==> src/rtl/counter_wrap_monitor.sv <==
// Watches a free-running enable counter for legal steps and 15->0 wraps.
// Wraps are counted (saturating) and offered to a consumer over valid/ack;
// illegal counter behaviour raises sticky error flags.
module counter_wrap_monitor #(
  parameter int unsigned CNT_WIDTH  = 4,
  parameter int unsigned WRAP_WIDTH = 8
) (
  input  logic                  clock,
  input  logic                  reset,
  input  logic                  enable,
  input  logic                  cnt_reset,
  input  logic [CNT_WIDTH-1:0]  counter_in,
  input  logic                  clear,
  output logic                  wrap_tick,
  output logic [WRAP_WIDTH-1:0] wrap_count,
  output logic                  err_stall,
  output logic                  err_skip,
  output logic                  rpt_valid,
  output logic [WRAP_WIDTH-1:0] rpt_data,
  input  logic                  rpt_ack,
  output logic                  rpt_overrun
);

  typedef enum logic [0:0] {StArm, StTrack} state_e;

  state_e                r_state;
  logic [CNT_WIDTH-1:0]  r_cnt_d;
  logic                  r_en_d;
  logic                  r_rst_d;
  logic                  r_wrap_tick;
  logic [WRAP_WIDTH-1:0] r_wrap_count;
  logic                  r_err_stall;
  logic                  r_err_skip;
  logic                  r_rpt_valid;
  logic [WRAP_WIDTH-1:0] r_rpt_data;
  logic                  r_rpt_overrun;

  logic [CNT_WIDTH-1:0]  w_cnt_inc;
  logic                  w_hold;
  logic                  w_step;
  logic                  w_stall;
  logic                  w_skip;
  logic                  w_wrap;
  logic [WRAP_WIDTH-1:0] w_count_inc;

  // Classify this cycle's counter value against last cycle's value/enable/reset.
  always_comb begin
    w_cnt_inc = r_cnt_d + CNT_WIDTH'(1);
    w_hold    = (counter_in == r_cnt_d);
    w_step    = (counter_in == w_cnt_inc);
    w_stall   = 1'b0;
    w_skip    = 1'b0;
    if (r_rst_d) begin
      w_skip = (counter_in != '0);
    end else if (r_en_d) begin
      w_stall = w_hold;
      w_skip  = !w_hold && !w_step;
    end else begin
      w_skip = !w_hold;
    end
    // A counter reset landing on zero is never a wrap.
    w_wrap      = !r_rst_d && r_en_d && (r_cnt_d == '1) && (counter_in == '0);
    w_count_inc = (r_wrap_count == '1) ? r_wrap_count : r_wrap_count + WRAP_WIDTH'(1);
  end

  // One-cycle history of the counter and its controls; runs through clear.
  always_ff @(posedge clock or negedge reset) begin
    if (!reset) begin
      r_cnt_d <= '0;
      r_en_d  <= 1'b0;
      r_rst_d <= 1'b0;
    end else begin
      r_cnt_d <= counter_in;
      r_en_d  <= enable;
      r_rst_d <= cnt_reset;
    end
  end

  // Arm/track FSM with registered tick, count, sticky errors and report.
  always_ff @(posedge clock or negedge reset) begin
    if (!reset) begin
      r_state       <= StArm;
      r_wrap_tick   <= 1'b0;
      r_wrap_count  <= '0;
      r_err_stall   <= 1'b0;
      r_err_skip    <= 1'b0;
      r_rpt_valid   <= 1'b0;
      r_rpt_data    <= '0;
      r_rpt_overrun <= 1'b0;
    end else if (clear) begin
      r_state       <= StArm;
      r_wrap_tick   <= 1'b0;
      r_wrap_count  <= '0;
      r_err_stall   <= 1'b0;
      r_err_skip    <= 1'b0;
      r_rpt_valid   <= 1'b0;
      r_rpt_data    <= '0;
      r_rpt_overrun <= 1'b0;
    end else begin
      unique case (r_state)
        // History is not yet valid: skip checks for this one cycle.
        StArm: begin
          r_state     <= StTrack;
          r_wrap_tick <= 1'b0;
          if (r_rpt_valid && rpt_ack) begin
            r_rpt_valid <= 1'b0;
          end
        end
        StTrack: begin
          r_state     <= StTrack;
          r_wrap_tick <= w_wrap;
          if (w_stall) begin
            r_err_stall <= 1'b1;
          end
          if (w_skip) begin
            r_err_skip <= 1'b1;
          end
          if (w_wrap) begin
            r_wrap_count <= w_count_inc;
            // An ack in the wrap cycle frees the slot for the new report.
            if (!r_rpt_valid || rpt_ack) begin
              r_rpt_valid <= 1'b1;
              r_rpt_data  <= w_count_inc;
            end else begin
              r_rpt_overrun <= 1'b1;
            end
          end else if (r_rpt_valid && rpt_ack) begin
            r_rpt_valid <= 1'b0;
          end
        end
        default: r_state <= StArm;
      endcase
    end
  end

  assign wrap_tick   = r_wrap_tick;
  assign wrap_count  = r_wrap_count;
  assign err_stall   = r_err_stall;
  assign err_skip    = r_err_skip;
  assign rpt_valid   = r_rpt_valid;
  assign rpt_data    = r_rpt_data;
  assign rpt_overrun = r_rpt_overrun;

endmodule
==> config.mk <==
export PLATFORM = sky130hd
export DESIGN_NAME = counter_wrap_monitor
export DESIGN_NICKNAME = d
export VERILOG_FILES = /design/src/rtl/counter_wrap_monitor.sv
export SDC_FILE = /design/constraint.sdc
export NUM_CORES = 1
export LEC_CHECK = 0
export ABC_CLOCK_PERIOD_IN_PS = 2390
export BUFFER_PORTS_ARGS = -buffer_cell sky130_fd_sc_hd__buf_2
export CAP_MARGIN = 20
export CORE_AREA = 4 4 63 65
export DETAILED_ROUTE_END_ITERATION = 10
export DIE_AREA = 0 0 67 69
export PLACE_DENSITY_LB_ADDON = 0.2
export SYNTH_ARGS = -nofsm -noshare
export SYNTH_HDL_FRONTEND = slang
export SYNTH_SLANG_ARGS = --single-unit
==> constraint.sdc <==
create_clock -name clock -period 2.39 [get_ports clock]
set_input_delay 0.1195 -clock clock [delete_from_list [all_inputs] [get_ports clock]]
set_output_delay 0.1195 -clock clock [all_outputs]
set_load 0.05 [all_outputs]
# ---- After elaboration in Yosys (flattened, before gate mapping)
# Cells that the tools add are included.
dict set report op_classes {
  magnitude_cmp 0
  n_eq_ne 6
  addsub 2
  div 0
  n_reduce_logical 22
  bitwise 1
  multipliers 0
  n_mux 30
  shift 0
}
# cell n
set op_table {}
lappend op_table {{2-to-1 mux 8 bit} 8}
lappend op_table {{2-to-1 mux 1 bit} 20}
lappend op_table {{nonzero test 2 bit} 5}
lappend op_table {{adder 8 x 1 -> 8 bit, second input constant} 1}
lappend op_table {{equality test 4 bit} 2}
lappend op_table {{equality test 8 bit, second input constant} 1}
lappend op_table {{AND reduction 2 bit} 3}
lappend op_table {{AND reduction 3 bit} 2}
lappend op_table {{logical AND 1 bit} 5}
lappend op_table {{adder 4 x 1 -> 4 bit, second input constant} 1}
lappend op_table {{equality test 4 bit, second input constant} 1}
lappend op_table {{zero test 1 bit} 4}
lappend op_table {{zero test 4 bit} 1}
lappend op_table {{inequality test 4 x 3 -> 1 bit, second input constant} 1}
lappend op_table {{case mux 1 bit (2 select lines)} 2}
lappend op_table {{nonzero test 4 bit} 1}
lappend op_table {{inequality test 2 bit, second input constant} 1}
lappend op_table {{logical OR 1 bit} 1}
lappend op_table {{inverter 1 bit} 1}
dict set report totals {
  ff_bits 28
  rom_bits 0
  output_inout_bits 21
  wordCells 72
  latch_bits 0
  n_memories 0
  mem_bits_rw 0
}

# ---- Logic depth before layout (Yosys ltp)
# Gate-level depths: netlist of run 1.
dict set report logic_depth {
  ltp_word 9
  mapped_depth 6
}

# ---- Worst setup path after synthesis of run 1
# No wires, ideal clock.
dict set report synth_timing {
  path_kind {reg2reg}
  startpoint {reg r_wrap_count[0] (netlist: wrap_count[0])}
  endpoint {reg r_rpt_data[1] (netlist: rpt_data[1])}
  n_path_buf 1
  path_stages_with_launch 7
  synth_period_minus_slack_ns 2.144
  path_slack_ns 0.246
  arrival_ns 2.023
  path_cell_list {dfrtp_1 > ha_1 > nand2_1 > nor3_1 > buf_4 > mux2_2 > a22o_1}
}
dict set report synth_via {
  elab_chain_cells 6
  word_cells_on_any_way 7
}
# item line
set synth_rtl {}
lappend synth_rtl {{start, declared} 31} ;# logic [WRAP_WIDTH-1:0] r_wrap_count;
lappend synth_rtl {{start signal, assigned} 119} ;# r_wrap_count <= w_count_inc;
lappend synth_rtl {{adder 8 x 1 -> 8 bit or equality test 8 bit (tied branches)} 63} ;# w_count_inc = (r_wrap_count == '1) ? r_wrap_count : r_wrap_count + WRAP_WIDTH'(1);
lappend synth_rtl {{2-to-1 mux 8 bit (*)} 63}
lappend synth_rtl {{2-to-1 mux 8 bit (*)} 121} ;# if (!r_rpt_valid || rpt_ack) begin
lappend synth_rtl {{2-to-1 mux 8 bit (*)} 118} ;# if (w_wrap) begin
lappend synth_rtl {{2-to-1 mux 8 bit (*)} 100} ;# unique case (r_state)
lappend synth_rtl {{2-to-1 mux 8 bit (*)} 90} ;# end else if (clear) begin
lappend synth_rtl {{end signal, assigned} 123} ;# r_rpt_data <= w_count_inc;
lappend synth_rtl {{end, declared} 35} ;# logic [WRAP_WIDTH-1:0] r_rpt_data;
# Mark *: on every way between the ends. The rest lies on a longest branch, timed or not. The select of a mux whose other input is x is not followed.
# A chain may end at the register's enable or synchronous reset.

# ---- Worst setup path after layout of run 1
dict set report layout_timing {
  startpoint {in counter_in[1]}
  endpoint {reg r_wrap_count[3] (netlist: wrap_count[3])}
}
dict set report layout_via {
  elab_chain_cells 4
}
# item line
set layout_rtl {}
lappend layout_rtl {{start, declared} 12} ;# input logic [CNT_WIDTH-1:0] counter_in,
lappend layout_rtl {{zero test 4 bit} 62} ;# w_wrap = !r_rst_d && r_en_d && (r_cnt_d == '1) && (counter_in == '0);
lappend layout_rtl {{logical AND 1 bit} 62}
lappend layout_rtl {{nonzero test 2 bit (no line)} n/a}
lappend layout_rtl {{AND reduction 2 bit (no line)} n/a}
# Every way passes these cells.

==> metrics.md, run 1 <==
| Metric | Value |
|---|---|
| First-pass iteration count of the detailed router | `3` |
| Pin count of the biggest net entering global routing | `29` |
| Top-count cell post-synth | `dfrtp_1` |
| Port bufs | `30` |
| Placeable core area | `3337 um2` |
| Total gr overflow | `0` |
| Synth async-reset ratio | `100.0%` |
| Clock tree root buffer cell | `clkbuf_4` |
| Synth cell types | `43` |
| Worst slew pin tran | `0.6268 ns` |
| Dpl ws | `0.5111 ns` |
| R2r endpoint | `wrap_count[3]$_DFFE_PN0P_` |
| Antenna viol nets, final | `0` |
| Area delta synth->final | `21.18%` |
| Commonest cells in the netlist | `dfrtp_1 (28), a21oi_1 (10), nor2_1 (8)` |
| Number of global-route vias before repair | `1126` |
| Post-CTS setup buffers | `0` |
| Post-synth top area share | `50.68%` |
| Synthesized flop and latch total | `28` |
| Vias | `1106` |
| Synth warn | `0` |
| Max VDD drop | `177.6 uV` |
| Crit Path Category | `in2reg` |
| Hold depth | `3` |
| Final Hold Fails | `0` |
| Row cnt | `21` |
| Final number of max-transition violations | `0` |
| # diodes | `0` |
| Min-Delay Path Class | `in2reg` |
| Sink Count | `28` |
| Post-Route Utilization | `50.21%` |
| R2r worst-path depth | `6` |
| Post-synthesis sequential area ratio | `50.68%` |
| Startpoint Class | `input pin` |
| Relative slew slack | `58.21%` |
| Post-Synthesis Cells | `126` |
| Fmax | `518.5 MHz` |
| Status | `finished, final reports clean` |
| Clock latency on the worst-skew pair | `0.32 ns` |
| Mean routed wirelength per cell | `14.12 um` |
| Worst path required time | `2.65 ns` |
| I/O pins | `31` |
| Main synth FF type | `dfrtp_1` |
| Post-detail-place hpwl | `2184 um` |
| GRT Util Overall | `14.01%` |
| Leakage | `0.7734 nW` |
| Clock skew | `0.008302 ns` |
| Period minus WS final | `1.929 ns` |
| Post-route setup TNS | `0 ns` |
| Global-route wire length before repair | `5140 um` |
| Vias/cell | `5.267` |
| Mean post-synth cell area | `10.97 um2` |
| Die area | `4623 um2` |
| CTS max path bufs | `2` |
| Share of cells above drive strength 1 | `26.83%` |
| Pwr Total | `0.7597 mW` |
| Max cap viols | `0` |
| Synth area leader | `dfrtp_1` |
| RSZ-0062 raised after global routing | `false` |
| Worst EP arrival | `2.18 ns` |
| Worst setup slack after layout | `0.4612 ns` |
| Initial Util | `41.43%` |
| Hold Startpoint | `rpt_ack` |
| Initial DRC count | `32` |
| Worst reg-to-reg setup slack | `0.48 ns` |
| Die height | `69 um` |
| Setup crit end kind | `flop` |
| CTS tree | `yes` |
| Number of enable flip-flop cells after synthesis | `0` |
| Top cells by area, synth | `dfrtp_1 (51%), xor2_1 (3.8%), a21oi_1 (3.6%)` |
| Cell area after synthesis | `1383 um2` |
| RR Startpoint | `wrap_count[0]$_DFFE_PN0P_` |
| Endpoints failing setup | `0` |
| Clock-pin slew of the registers on the worst-case setup and hold paths | `0.14 ns` |
| Period utilization | `80.70%` |
| DIE WIDTH | `67 um` |
| Power Density | `453.5 nW/um2` |
| Total detailed-routing wirelength | `2966 um` |
| Min-Delay Endpoint | `rpt_valid$_DFFE_PN0P_` |
| Initial antenna violation count | `0` |
| GPL Wtd Cong | `0.8556` |
| Final net count | `178` |
| Critical-path maximum fanout | `6` |
| H-tree Lvls | `1` |
| # DRC | `0` |
| Net count after synthesis | `138` |
| TritonCTS buffer count | `3` |
-- final cells by class --
type                    instances  area [um2]
fillers                       340        1662
flip-flops and latches         28       700.7
multi-input cells              89       633.1
repair buffers                 41       250.2
well taps                      46       57.56
clock buffers                   3       22.52
inverters                       3       11.26
-- worst max-delay path, cell delays in order --
cell	delay [ns]
dlygate4sd3_1	0.53
buf_2	0.16
nor4_4	0.34
nand3_1	0.29
or4_1	0.57
a21oi_1	0.17
-- cell families after synthesis --
| logic type | Yosys count | share of synthesized area [%] |
|---|---|---|
| mux | 3 | 2.443 |
| compound gates | 31 | 15.39 |
| xor+xnor | 9 | 5.702 |
| flops | 28 | 50.68 |
| simple gates | 44 | 20.45 |
| buf+inv | 9 | 3.529 |
| fa+ha+maj | 2 | 1.810 |
-- worst max path at each step --
| stage | startpoint | endpoint | slack [ns] | depth (start not counted) |
|---|---|---|---|---|
| floorplan | wrap_count[0]$_DFFE_PN0P_ | rpt_data[1]$_DFFE_PN0P_ | 0.25 | 6 |
| global placement | wrap_count[0]$_DFFE_PN0P_ | wrap_count[3]$_DFFE_PN0P_ | 0.59 | 6 |
| detailed placement | wrap_count[0]$_DFFE_PN0P_ | wrap_count[3]$_DFFE_PN0P_ | 0.51 | 6 |
| CTS | counter_in[1] | rpt_data[3]$_DFFE_PN0P_ | 0.46 | 7 |
| global route | counter_in[1] | wrap_count[6]$_DFFE_PN0P_ | 0.32 | 7 |
| finish | counter_in[1] | wrap_count[3]$_DFFE_PN0P_ | 0.46 | 6 |
-- repair_timing --
action	4_1_cts	5_1_grt
endpoints found under the setup margin	0	0
gates resized for setup	0	0
endpoints found under the hold margin	34	0
hold buffers	7	0
-- report_power, final --
| group | switching [mW] | leakage (nW) | internal [mW] |
|---|---|---|---|
| logic | 0.0517 | 0.388 | 0.0309 |
| registers | 0.00668 | 0.372 | 0.483 |
| clock network | 0.128 | 0.0138 | 0.0591 |
| total | 0.186 | 0.773 | 0.573 |
-- through the flow --
stage | area (um2) | std cells | hold WS (ns)
after global routing | 1675 | 210 | 0.1195
after floorplan | 1383 | 126 | -0.1761
final | 1675 | 210 | 0.1080
after detailed placement | 1583 | 200 | 0.1759
after CTS | 1675 | 210 | 0.1145
after global placement | 1583 | 200 | 0.1687
-- layer usage --
layer / track usage [%] / share of wire [%] / up-vias
li1: - / - / 545
met5: 0 / 0 / -
met3: 1.948 / 3.4 / 4
met2: 22.93 / 48 / 21
met1: 18.35 / 47 / 536
met4: 5.405 / 1.2 / 0
-- sequential cells by signal, summed over array words and instances, names as in the netlist --
register     flops
err_skip         1
err_stall        1
rpt_valid        1
r_rst_d          1
rpt_data         8
r_cnt_d          4
rpt_overrun      1
wrap_count       8
r_en_d           1
wrap_tick        1
r_state          1
-- layout by cell type, fill, tap and decap left out, types with 2 or more instances in the layout --
master and instances:
mux2_2 2, nor4_1 3, and3_1 2, dlygate4sd3_1 7
xor2_1 6, a22o_1 4, xnor2_1 3, ha_1 2
nand2b_1 2, nor2b_1 2, buf_4 4, nor2_1 8
inv_1 3, nor4_4 2, buf_2 30, clkbuf_4 3
nand3_1 5, dfrtp_1 28, o21ai_0 3, a21oi_1 10
o31ai_1 3, nor3_1 4, nand2_1 7
Power figures use the tool's default switching activity.
==> run 2, diff against run 1 <==
--- a/config.mk
+++ b/config.mk
@@ -5,7 +5,7 @@
 export SDC_FILE = /design/constraint.sdc
 export NUM_CORES = 1
 export LEC_CHECK = 0
-export ABC_CLOCK_PERIOD_IN_PS = 2390
+export ABC_CLOCK_PERIOD_IN_PS = 2000
 export BUFFER_PORTS_ARGS = -buffer_cell sky130_fd_sc_hd__buf_2
 export CAP_MARGIN = 20
 export CORE_AREA = 4 4 63 65
==> constraint.sdc (replaced) <==
create_clock -name clock -period 2 [get_ports clock]
set_input_delay 0.1 -clock clock [delete_from_list [all_inputs] [get_ports clock]]
set_output_delay 0.1 -clock clock [all_outputs]
set_load 0.05 [all_outputs]
==> metrics.md, run 2 (synthesis gave the netlist of run 1 again) <==
| Metric | Value |
|---|---|
| Status | `finished, final reports clean` |
| Relative slew slack | `57.82%` |
| # DRC | `0` |
| Most common cell after layout, fill and taps aside | `buf_2` |
| CTS max path bufs | `2` |
| Row cnt | `21` |
| Mean routed wirelength per cell | `14.10 um` |
| Crit Path Category | `reg2reg` |
| Min-Delay Path Class | `in2reg` |
| Clock-pin slew of the registers on the worst-case setup and hold paths | `0.15 ns` |
| CTS tree | `yes` |
| Max cap viols | `0` |
| Vias/cell | `5.181` |
| Share of cells above drive strength 1 | `32.94%` |
| GPL Wtd Cong | `0.7836` |
| Global-route wire length before repair | `5375 um` |
| Antenna viol nets, final | `0` |
| Endpoints failing setup | `0` |
| Period utilization | `90.94%` |
| Port bufs | `30` |
| Max VDD drop | `429.5 uV` |
| R2r worst-path depth | `6` |
| Setup crit end kind | `flop` |
| Hold depth | `3` |
| Initial Util | `41.43%` |
| Initial antenna violation count | `0` |
| H-tree Lvls | `1` |
| Fmax | `549.8 MHz` |
| Pwr Total | `0.9615 mW` |
| RR Startpoint | `wrap_count[0]$_DFFE_PN0P_` |
| Total detailed-routing wirelength | `3046 um` |
| Placeable core area | `3337 um2` |
| Most frequent cells in the layout | `buf_2 (30), dfrtp_1 (23), a21oi_1 (10), buf_4 (9), nor2_1 (8)` |
| Post-route setup TNS | `0 ns` |
| Final Hold Fails | `0` |
| Hold Startpoint | `rpt_ack` |
| GRT Util Overall | `14.69%` |
| Leakage | `0.7963 nW` |
| Min-Delay Endpoint | `rpt_valid$_DFFE_PN0P_` |
| Crit path launch | `wrap_count[0]$_DFFE_PN0P_` |
| Post-detail-place hpwl | `2240 um` |
| Power Density | `553.2 nW/um2` |
| Clock skew | `0.01065 ns` |
| First-pass iteration count of the detailed router | `4` |
| Initial DRC count | `95` |
| Clock tree root buffer cell | `clkbuf_4` |
| Number of global-route vias before repair | `1173` |
| Worst EP arrival | `2.06 ns` |
| Total gr overflow | `0` |
| Worst slew pin tran | `0.6326 ns` |
| Die area | `4623 um2` |
| Startpoint Class | `flop` |
| Final number of max-transition violations | `0` |
| Period minus WS final | `1.819 ns` |
| R2r endpoint | `rpt_data[3]$_DFFE_PN0P_` |
| DIE WIDTH | `67 um` |
| Worst reg-to-reg setup slack | `0.18 ns` |
| I/O pins | `31` |
| Critical-path maximum fanout | `11` |
| Clock latency on the worst-skew pair | `0.33 ns` |
| Worst path required time | `2.24 ns` |
| Vias | `1119` |
| Area delta synth->final | `25.70%` |
| RSZ-0062 raised after global routing | `false` |
| Post-CTS setup buffers | `0` |
| TritonCTS buffer count | `3` |
| Final net count | `183` |
| Sink Count | `28` |
| Pin count of the biggest net entering global routing | `29` |
| # diodes | `0` |
| Die height | `69 um` |
## run 2: per-layer routing
metal / global-route usage (%) / wire, um / up-vias
met5: 0 / 0 / -
met4: 2.027 / 15 / 0
met3: 3.896 / 112 / 2
met2: 23.91 / 1497 / 23
met1: 19.86 / 1420 / 540
li1: - / - / 554
## run 2: worst max path at each step
stage / endpoint / slack (ns) / depth (start not counted)
2_1_floorplan: rpt_data[7]$_DFFE_PN0P_ / 0.01 / 4
3_3_place_gp: rpt_data[3]$_DFFE_PN0P_ / 0.23 / 6
3_5_place_dp: wrap_count[5]$_DFFE_PN0P_ / 0.17 / 5
4_1_cts: wrap_count[5]$_DFFE_PN0P_ / 0.10 / 6
5_1_grt: wrap_count[4]$_DFFE_PN0P_ / 0.06 / 6
6_report: rpt_data[3]$_DFFE_PN0P_ / 0.18 / 6
## run 2: cell type report
| cell class | instances | area (um2) |
|---|---|---|
| Fill cell | 312 | 1599 |
| Sequential cell | 28 | 706.9 |
| Multi-Input combinational cell | 89 | 638.1 |
| Timing Repair Buffer | 46 | 287.8 |
| Tap cell | 46 | 57.56 |
| Clock buffer | 4 | 36.28 |
| Inverter | 3 | 11.26 |
## run 2: repair_timing
action,in CTS,in global routing
hold buffers,7,0
gates resized for setup,0,1
hold endpoints to repair,34,0
setup endpoints to repair,0,1
## run 2: critical path, stage by stage, from the launching register on
cell	delay (ns)
dfrtp_2	0.48
ha_1	0.23
nand2_1	0.09
nor3_1	0.05
buf_4	0.18
or3b_2	0.47
a32o_1	0.25
## run 2: power breakdown
group | internal (mW) | switching, mW
Clock | 0.111 | 0.164
Sequential | 0.578 | 0.00771
Combinational | 0.0382 | 0.0627
## run 2: stage by stage
stage          setup slack (ns)  hold slack, ns  utilization, %  cell area [um2]  instances
6_report                 0.1813         0.09158           52.08             1738        216
5_1_grt                 0.06351         0.08344           52.08             1738        216
4_1_cts                  0.1015         0.08561           51.93             1733        216
3_5_place_dp             0.1719          0.1577           48.74             1627        205
3_3_place_gp             0.2308          0.1523           48.74             1627        205
2_1_floorplan           0.01432         -0.1956               -             1389        126
